## config.mk

```make
export PLATFORM = sky130hd
export DESIGN_NAME = chip_cmd_sequencer
export DESIGN_NICKNAME = d
export VERILOG_FILES = /design/src/rtl/ddr_pkg.sv /design/src/rtl/rd_latency_pipe.sv /design/src/rtl/chip_cmd_sequencer.sv
export SDC_FILE = /design/constraint.sdc
export NUM_CORES = 1
export LEC_CHECK = 0
export ABC_CLOCK_PERIOD_IN_PS = 21400
export BUFFER_PORTS_ARGS = -buffer_cell sky130_fd_sc_hd__buf_2
export CELL_PAD_IN_SITES_DETAIL_PLACEMENT = 0
export CELL_PAD_IN_SITES_GLOBAL_PLACEMENT = 1
export CORE_ASPECT_RATIO = 0.5
export CORE_MARGIN = 3
export CORE_UTILIZATION = 41
export DETAILED_ROUTE_END_ITERATION = 10
export PLACE_DENSITY_LB_ADDON = 0.08
export SLEW_MARGIN = 10
export SYNTH_ARGS = -nofsm -noshare
export SYNTH_HDL_FRONTEND = slang
export SYNTH_SLANG_ARGS = --single-unit
```

## constraint.sdc

```tcl
create_clock -name clk -period 21.4 [get_ports clk]
set_input_delay 4.28 -clock clk [delete_from_list [all_inputs] [get_ports clk]]
set_output_delay 4.28 -clock clk [all_outputs]
set_load 0.05 [all_outputs]
```

## src/rtl/ddr_pkg.sv

```systemverilog
// Shared DDR4 chip-model definitions: command encoding, default widths and the burst column helper.
package ddr_pkg;

  localparam int BGWIDTH      = 2;
  localparam int BAWIDTH      = 2;
  localparam int ADDRWIDTH    = 17;
  localparam int COLWIDTH     = 10;
  localparam int DEVICE_WIDTH = 4;

  typedef enum logic [2:0] {
    NOP = 3'd0,
    ACT = 3'd1,
    RD  = 3'd2,
    WR  = 3'd3,
    PRE = 3'd4
  } cmd_t;

  // Beat i of a burst wraps sequentially inside the bl-aligned column block.
  function automatic int burst_col(input int start, input int i, input int bl);
    return (start & ~(bl - 1)) | ((start + i) & (bl - 1));
  endfunction

endpackage

```

## src/rtl/rd_latency_pipe.sv

```systemverilog
// Read-beat valid/bank-index delay line of DEPTH cycles (DEPTH=0 is a wire).
// No backpressure: one entry shifts in every cycle; async clear drops in-flight beats.
module rd_latency_pipe #(
  parameter int DEPTH = 1,
  parameter int IDXW  = 4
) (
  input  logic            clk,
  input  logic            rst,
  input  logic            in_vld,
  input  logic [IDXW-1:0] in_idx,
  output logic            out_vld,
  output logic [IDXW-1:0] out_idx
);

  generate
    if (DEPTH == 0) begin : g_bypass
      assign out_vld = in_vld;
      assign out_idx = in_idx;
    end else begin : g_shift
      logic [DEPTH-1:0] vld_sr;
      logic [IDXW-1:0]  idx_sr [DEPTH];

      always_ff @(posedge clk or posedge rst) begin
        if (rst) begin
          vld_sr <= '0;
          for (int i = 0; i < DEPTH; i++) idx_sr[i] <= '0;
        end else begin
          vld_sr[0] <= in_vld;
          idx_sr[0] <= in_idx;
          for (int i = 1; i < DEPTH; i++) begin
            vld_sr[i] <= vld_sr[i-1];
            idx_sr[i] <= idx_sr[i-1];
          end
        end
      end

      assign out_vld = vld_sr[DEPTH-1];
      assign out_idx = idx_sr[DEPTH-1];
    end
  endgenerate

endmodule

```

## src/rtl/chip_cmd_sequencer.sv

```systemverilog
// Expands ACT/RD/WR/PRE into per-bank BL-beat bursts; read data returns RDLAT+1 cycles after each beat.
// Backpressure: cmd_ready drops for the BL burst cycles; the read return path never stalls.
module chip_cmd_sequencer #(
  parameter  int BGWIDTH       = ddr_pkg::BGWIDTH,
  parameter  int BAWIDTH       = ddr_pkg::BAWIDTH,
  parameter  int ADDRWIDTH     = ddr_pkg::ADDRWIDTH,
  parameter  int COLWIDTH      = ddr_pkg::COLWIDTH,
  parameter  int DEVICE_WIDTH  = ddr_pkg::DEVICE_WIDTH,
  parameter  int BL            = 8,
  parameter  int RDLAT         = 1,
  localparam int BANKGROUPS    = 2 ** BGWIDTH,
  localparam int BANKSPERGROUP = 2 ** BAWIDTH
) (
  input  logic                    clk,
  input  logic                    rst,
  input  logic                    cmd_valid,
  output logic                    cmd_ready,
  input  logic [2:0]              cmd,
  input  logic [BGWIDTH-1:0]      bg,
  input  logic [BAWIDTH-1:0]      ba,
  input  logic [ADDRWIDTH-1:0]    addr,
  input  logic [DEVICE_WIDTH-1:0] wr_data,
  output logic [DEVICE_WIDTH-1:0] rd_data,
  output logic                    rd_valid,
  output logic                    cmd_err,
  output logic                    rd_o_wr [BANKGROUPS][BANKSPERGROUP],
  output logic [DEVICE_WIDTH-1:0] dqin    [BANKGROUPS][BANKSPERGROUP],
  input  logic [DEVICE_WIDTH-1:0] dqout   [BANKGROUPS][BANKSPERGROUP],
  output logic [ADDRWIDTH-1:0]    row     [BANKGROUPS][BANKSPERGROUP],
  output logic [COLWIDTH-1:0]     column  [BANKGROUPS][BANKSPERGROUP]
);

  import ddr_pkg::*;

  localparam int BKW   = BGWIDTH + BAWIDTH;
  localparam int NBANK = 1 << BKW;
  localparam int CNTW  = (BL > 1) ? $clog2(BL) : 1;

  typedef enum logic {IDLE, BURST} state_t;

  typedef struct packed {
    logic [BGWIDTH-1:0]  bg;
    logic [BAWIDTH-1:0]  ba;
    logic [COLWIDTH-1:0] start;
    logic                is_wr;
  } burst_t;

  state_t          state, state_nxt;
  burst_t          cur;
  logic [CNTW-1:0] beat;
  logic [NBANK-1:0] bank_open;
  logic [BKW-1:0]  sel_idx;
  logic            sel_open, accept, last_beat, illegal, start_burst;
  logic            beat_vld, pipe_vld;
  logic [BKW-1:0]  pipe_idx;

  assign sel_idx   = {bg, ba};
  assign sel_open  = bank_open[sel_idx];
  assign cmd_ready = (state == IDLE);
  assign accept    = cmd_valid && cmd_ready;
  assign last_beat = (beat == CNTW'(BL - 1));
  assign beat_vld  = (state == BURST) && !cur.is_wr;

  always_ff @(posedge clk or posedge rst) begin
    if (rst) state <= IDLE;
    else     state <= state_nxt;
  end

  always_comb begin
    state_nxt   = state;
    illegal     = 1'b0;
    start_burst = 1'b0;
    case (state)
      IDLE: begin
        if (accept) begin
          case (cmd)
            ACT:     illegal = sel_open;
            RD, WR: begin
              if (sel_open) begin
                start_burst = 1'b1;
                state_nxt   = BURST;
              end else begin
                illegal = 1'b1;
              end
            end
            default: ;
          endcase
        end
      end
      BURST: if (last_beat) state_nxt = IDLE;
      default: state_nxt = IDLE;
    endcase
  end

  always_ff @(posedge clk or posedge rst) begin
    if (rst) begin
      bank_open <= '0;
      cur       <= '0;
      beat      <= '0;
      cmd_err   <= 1'b0;
      rd_valid  <= 1'b0;
      rd_data   <= '0;
      for (int g = 0; g < BANKGROUPS; g++) begin
        for (int b = 0; b < BANKSPERGROUP; b++) begin
          row[g][b]    <= '0;
          column[g][b] <= '0;
        end
      end
    end else begin
      cmd_err <= illegal;
      if (accept && (cmd == ACT) && !sel_open) begin
        row[bg][ba]        <= addr;
        bank_open[sel_idx] <= 1'b1;
      end
      // Row register survives PRE so the chip still sees the last opened row.
      if (accept && (cmd == PRE)) bank_open[sel_idx] <= 1'b0;
      if (start_burst) begin
        cur.bg       <= bg;
        cur.ba       <= ba;
        cur.start    <= addr[COLWIDTH-1:0];
        cur.is_wr    <= (cmd == WR);
        beat         <= '0;
        column[bg][ba] <= addr[COLWIDTH-1:0];
      end else if ((state == BURST) && !last_beat) begin
        beat <= beat + 1'b1;
        column[cur.bg][cur.ba] <= COLWIDTH'(burst_col(int'(cur.start), int'(beat) + 1, BL));
      end
      rd_valid <= pipe_vld;
      rd_data  <= pipe_vld ? dqout[pipe_idx[BKW-1:BAWIDTH]][pipe_idx[BAWIDTH-1:0]] : '0;
    end
  end

  always_comb begin
    for (int g = 0; g < BANKGROUPS; g++) begin
      for (int b = 0; b < BANKSPERGROUP; b++) begin
        rd_o_wr[g][b] = 1'b0;
        dqin[g][b]    = '0;
      end
    end
    if ((state == BURST) && cur.is_wr) begin
      rd_o_wr[cur.bg][cur.ba] = 1'b1;
      dqin[cur.bg][cur.ba]    = wr_data;
    end
  end

  rd_latency_pipe #(
    .DEPTH (RDLAT),
    .IDXW  (BKW)
  ) u_rd_pipe (
    .clk     (clk),
    .rst     (rst),
    .in_vld  (beat_vld),
    .in_idx  ({cur.bg, cur.ba}),
    .out_vld (pipe_vld),
    .out_idx (pipe_idx)
  );

endmodule
```

==> reports/qor.yml <==
outcome: "finished clean"
crit_chain: "buf_2, and2_1, buf_2"
clock_skew_ns: 0.02831
wl_per_cell_um: 24.92
crit_path_top_delay_cell: "buf_2"
grt_max_degree: 165
first_iter_violations: 1071
clockBufferDepth: 3
post_cts_buffers: 0
syn_nets: 1699
cts_root_buf: "clkbuf_16"
antenna_found_initial: 5
synth.largest_area_cell: "dfrtp_1"
cts_resized: 0
die_h_um: 167.5
leakagePower_nw: 13.40
hold_class: "reg2reg"
async_reset_ff_share_pct: 100.0
synth_edf_count: 0
end_kind: "output pin"
fin_crit_ns: 9.220
tightest_slew_ns: 1.146
dr.pass1.iters: 6
vias: 15510
crit_type: "in2out"
setup_violations: 0
stdcell_area_um2: 26290
synth.cell_area_um2: 21390
finalWirelength_um: 71570
grt_pass1_wl_um: 105500
syn_area_per_cell_um2: 13.37
ios: 614
start_kind: "input port"
synth_top_area_share_pct: 55.92
vias_per_cell: 5.400
drv_cap: 0
multi_input_area_um2: 8761
cts.sinks: 478
die_area_um2: 55120
synth_cell_type_count: 57
synth_flop_cell: "dfrtp_1"
fill_cells: 4594
worstPathArrival_ns: 4.94
start_util_pct: 42.05
required_ns: 17.12
cp_common_cell: "buf_2"
peakVddDrop_uv: 99.74
power_density_nw_per_um2: 137.1
grt_usage_pct: 25.29
hold_slack_ns: 0.4829
h-tree-depth: 2
netlist_top_cells_area: "dfrtp_1 56%, mux2_2 13%, mux2i_1 4.4%"
grt_overflow: 0
post-route-drc-count: 0
critPathMaxStageDelay_ns: 0.27
rsz0062_at_grt: "false"
finalMaxSlewViolations: 0
layout.area.seq_um2: 11960
netlist_top_cells_count: "478 x dfrtp_1, 246 x mux2_2, 93 x mux2i_1, 87 x o21a_1, 86 x o22a_1"
cts_hold_buf: 0
drive_gt1_share_pct: 48.12
relSlewSlack_pct: 23.36
grt_pass1_vias: 15740
die_x_um: 329.0
cts_made_buffers: 45
tns_ns: 0
syn_inst: 1600
ant_nets: 0
fmaxAchievable_mhz: 108.5
finalHoldViolations: 0
area_delta_synth_final_pct: 22.89
finalCritPeriodShare_pct: 43.09
path_clk_slew_ns: 0.07
port_buffers: 613
synth_warnings: 0
fp-row-count: 58
synth_most_common_cell: "dfrtp_1"
synth-seq-area-share_pct: 55.92
crit_fanout: 16
layout.nets: 2245
synth-seq-cells: 478
place_hpwl_um: 49050
core_um2: 50870
clk-insertion-delay-late_ns: 0.57
place_congestion: 0.8362
post_dp_cell_area_um2: 24840
cts_tree: "done"
-- path summary, 6_finish.rpt --
kind                                            from                   end  slack, ns  depth (start not counted)
worst max register to register       state$_DFF_PP0_  row[162]$_DFFE_PP0P_      17.93                          5
min in group asynchronous                        rst   row[12]$_DFFE_PP0P_       3.87                          2
max in group asynchronous                        rst  row[140]$_DFFE_PP0P_      15.33                          4
worst min register to register  row[161]$_DFFE_PP0P_  row[161]$_DFFE_PP0P_       0.48                          1
worst min-delay path            row[161]$_DFFE_PP0P_  row[161]$_DFFE_PP0P_       0.48                          1
worst max-delay path                      wr_data[0]              dqin[56]      12.18                          3
-- per-layer routing --
metal / GRT usage, % / vias to the layer above / part of all wire (%)
met1: 32.68 / 8016 / 42
met2: 42.65 / 499 / 49
li1: - / 6863 / -
met4: 8.782 / 0 / 3.3
met3: 4.875 / 130 / 6.2
met5: 0 / - / 0
-- layout make-up --
cell class                 count  area share (%)
sequential                   478           45.50
multi-input combinational    980           33.33
timing repair buffer         628           12.15
clock buffer                  67           4.907
tap                          690           3.284
clock inverter                12          0.5759
inverter                      13          0.2142
antenna                        4         0.03808
-- sequential cells by signal, summed over array words and instances, names as in the netlist, named ones only --
name / count
row: 272
cur: 15
rd_data: 4
u_rd_pipe.out_vld: 1
cmd_err: 1
rd_valid: 1
column: 160
state: 1
beat: 3
u_rd_pipe.out_idx: 4
-- critical path, delay by kind of cell --
family / cells / cell delay, ns
simple gates: 1 / 0.16
buf+inv: 2 / 0.49
-- logic make-up after synthesis --
logic type               count (synthesis)  share of synthesized area (%)
adder cells (fa/ha/maj)                  4                         0.2691
XOR/XNOR                                 3                         0.1229
buffers and inverters                  142                          3.194
AO/OA/AOI/OAI                          278                          10.90
multiplexers                           400                          22.06
flip-flops                             478                          55.92
AND/OR/NAND/NOR                        295                          7.534
-- placed cells by master (no fill, tap or decap), types with 20 or more instances in the layout --
cell / netlist / final
mux2i_1: 93 / 93
o22a_1: 86 / 86
mux2_2: 246 / 246
buf_2: 12 / 613
mux4_2: 20 / 20
o21a_1: 87 / 87
dfrtp_1: 478 / 478
and2_1: 70 / 70
a21oi_1: 45 / 45
clkbuf_16: 0 / 46
nand3_1: 21 / 21
nand2b_1: 30 / 30
mux2_4: 27 / 27
o221a_2: 30 / 30
nor2_1: 76 / 76
nand2_1: 47 / 47
-- power breakdown --
group | internal [mW] | leakage [nW] | total, mW | switching, mW
clock network | 0.454 | 0.701 | 0.811 | 0.357
logic | 0.398 | 6.45 | 1.45 | 1.05
registers | 1.12 | 6.25 | 1.34 | 0.224
total | 1.97 | 13.4 | 3.60 | 1.64
-- per-stage QoR --
stage | cells | utilization, % | power [mW] | worst slack [ns]
global placement | 2789 | 48.82 | 2.808 | 12.18
floorplan | 1600 | - | 2.383 | 3.784
CTS | 2868 | 51.65 | 3.637 | 12.18
finish | 2872 | 51.67 | 3.605 | 12.18
global route | 2871 | 51.67 | 3.763 | 12.13
detailed placement | 2789 | 48.82 | 2.820 | 12.18
(Power assumes the default switching activity.)
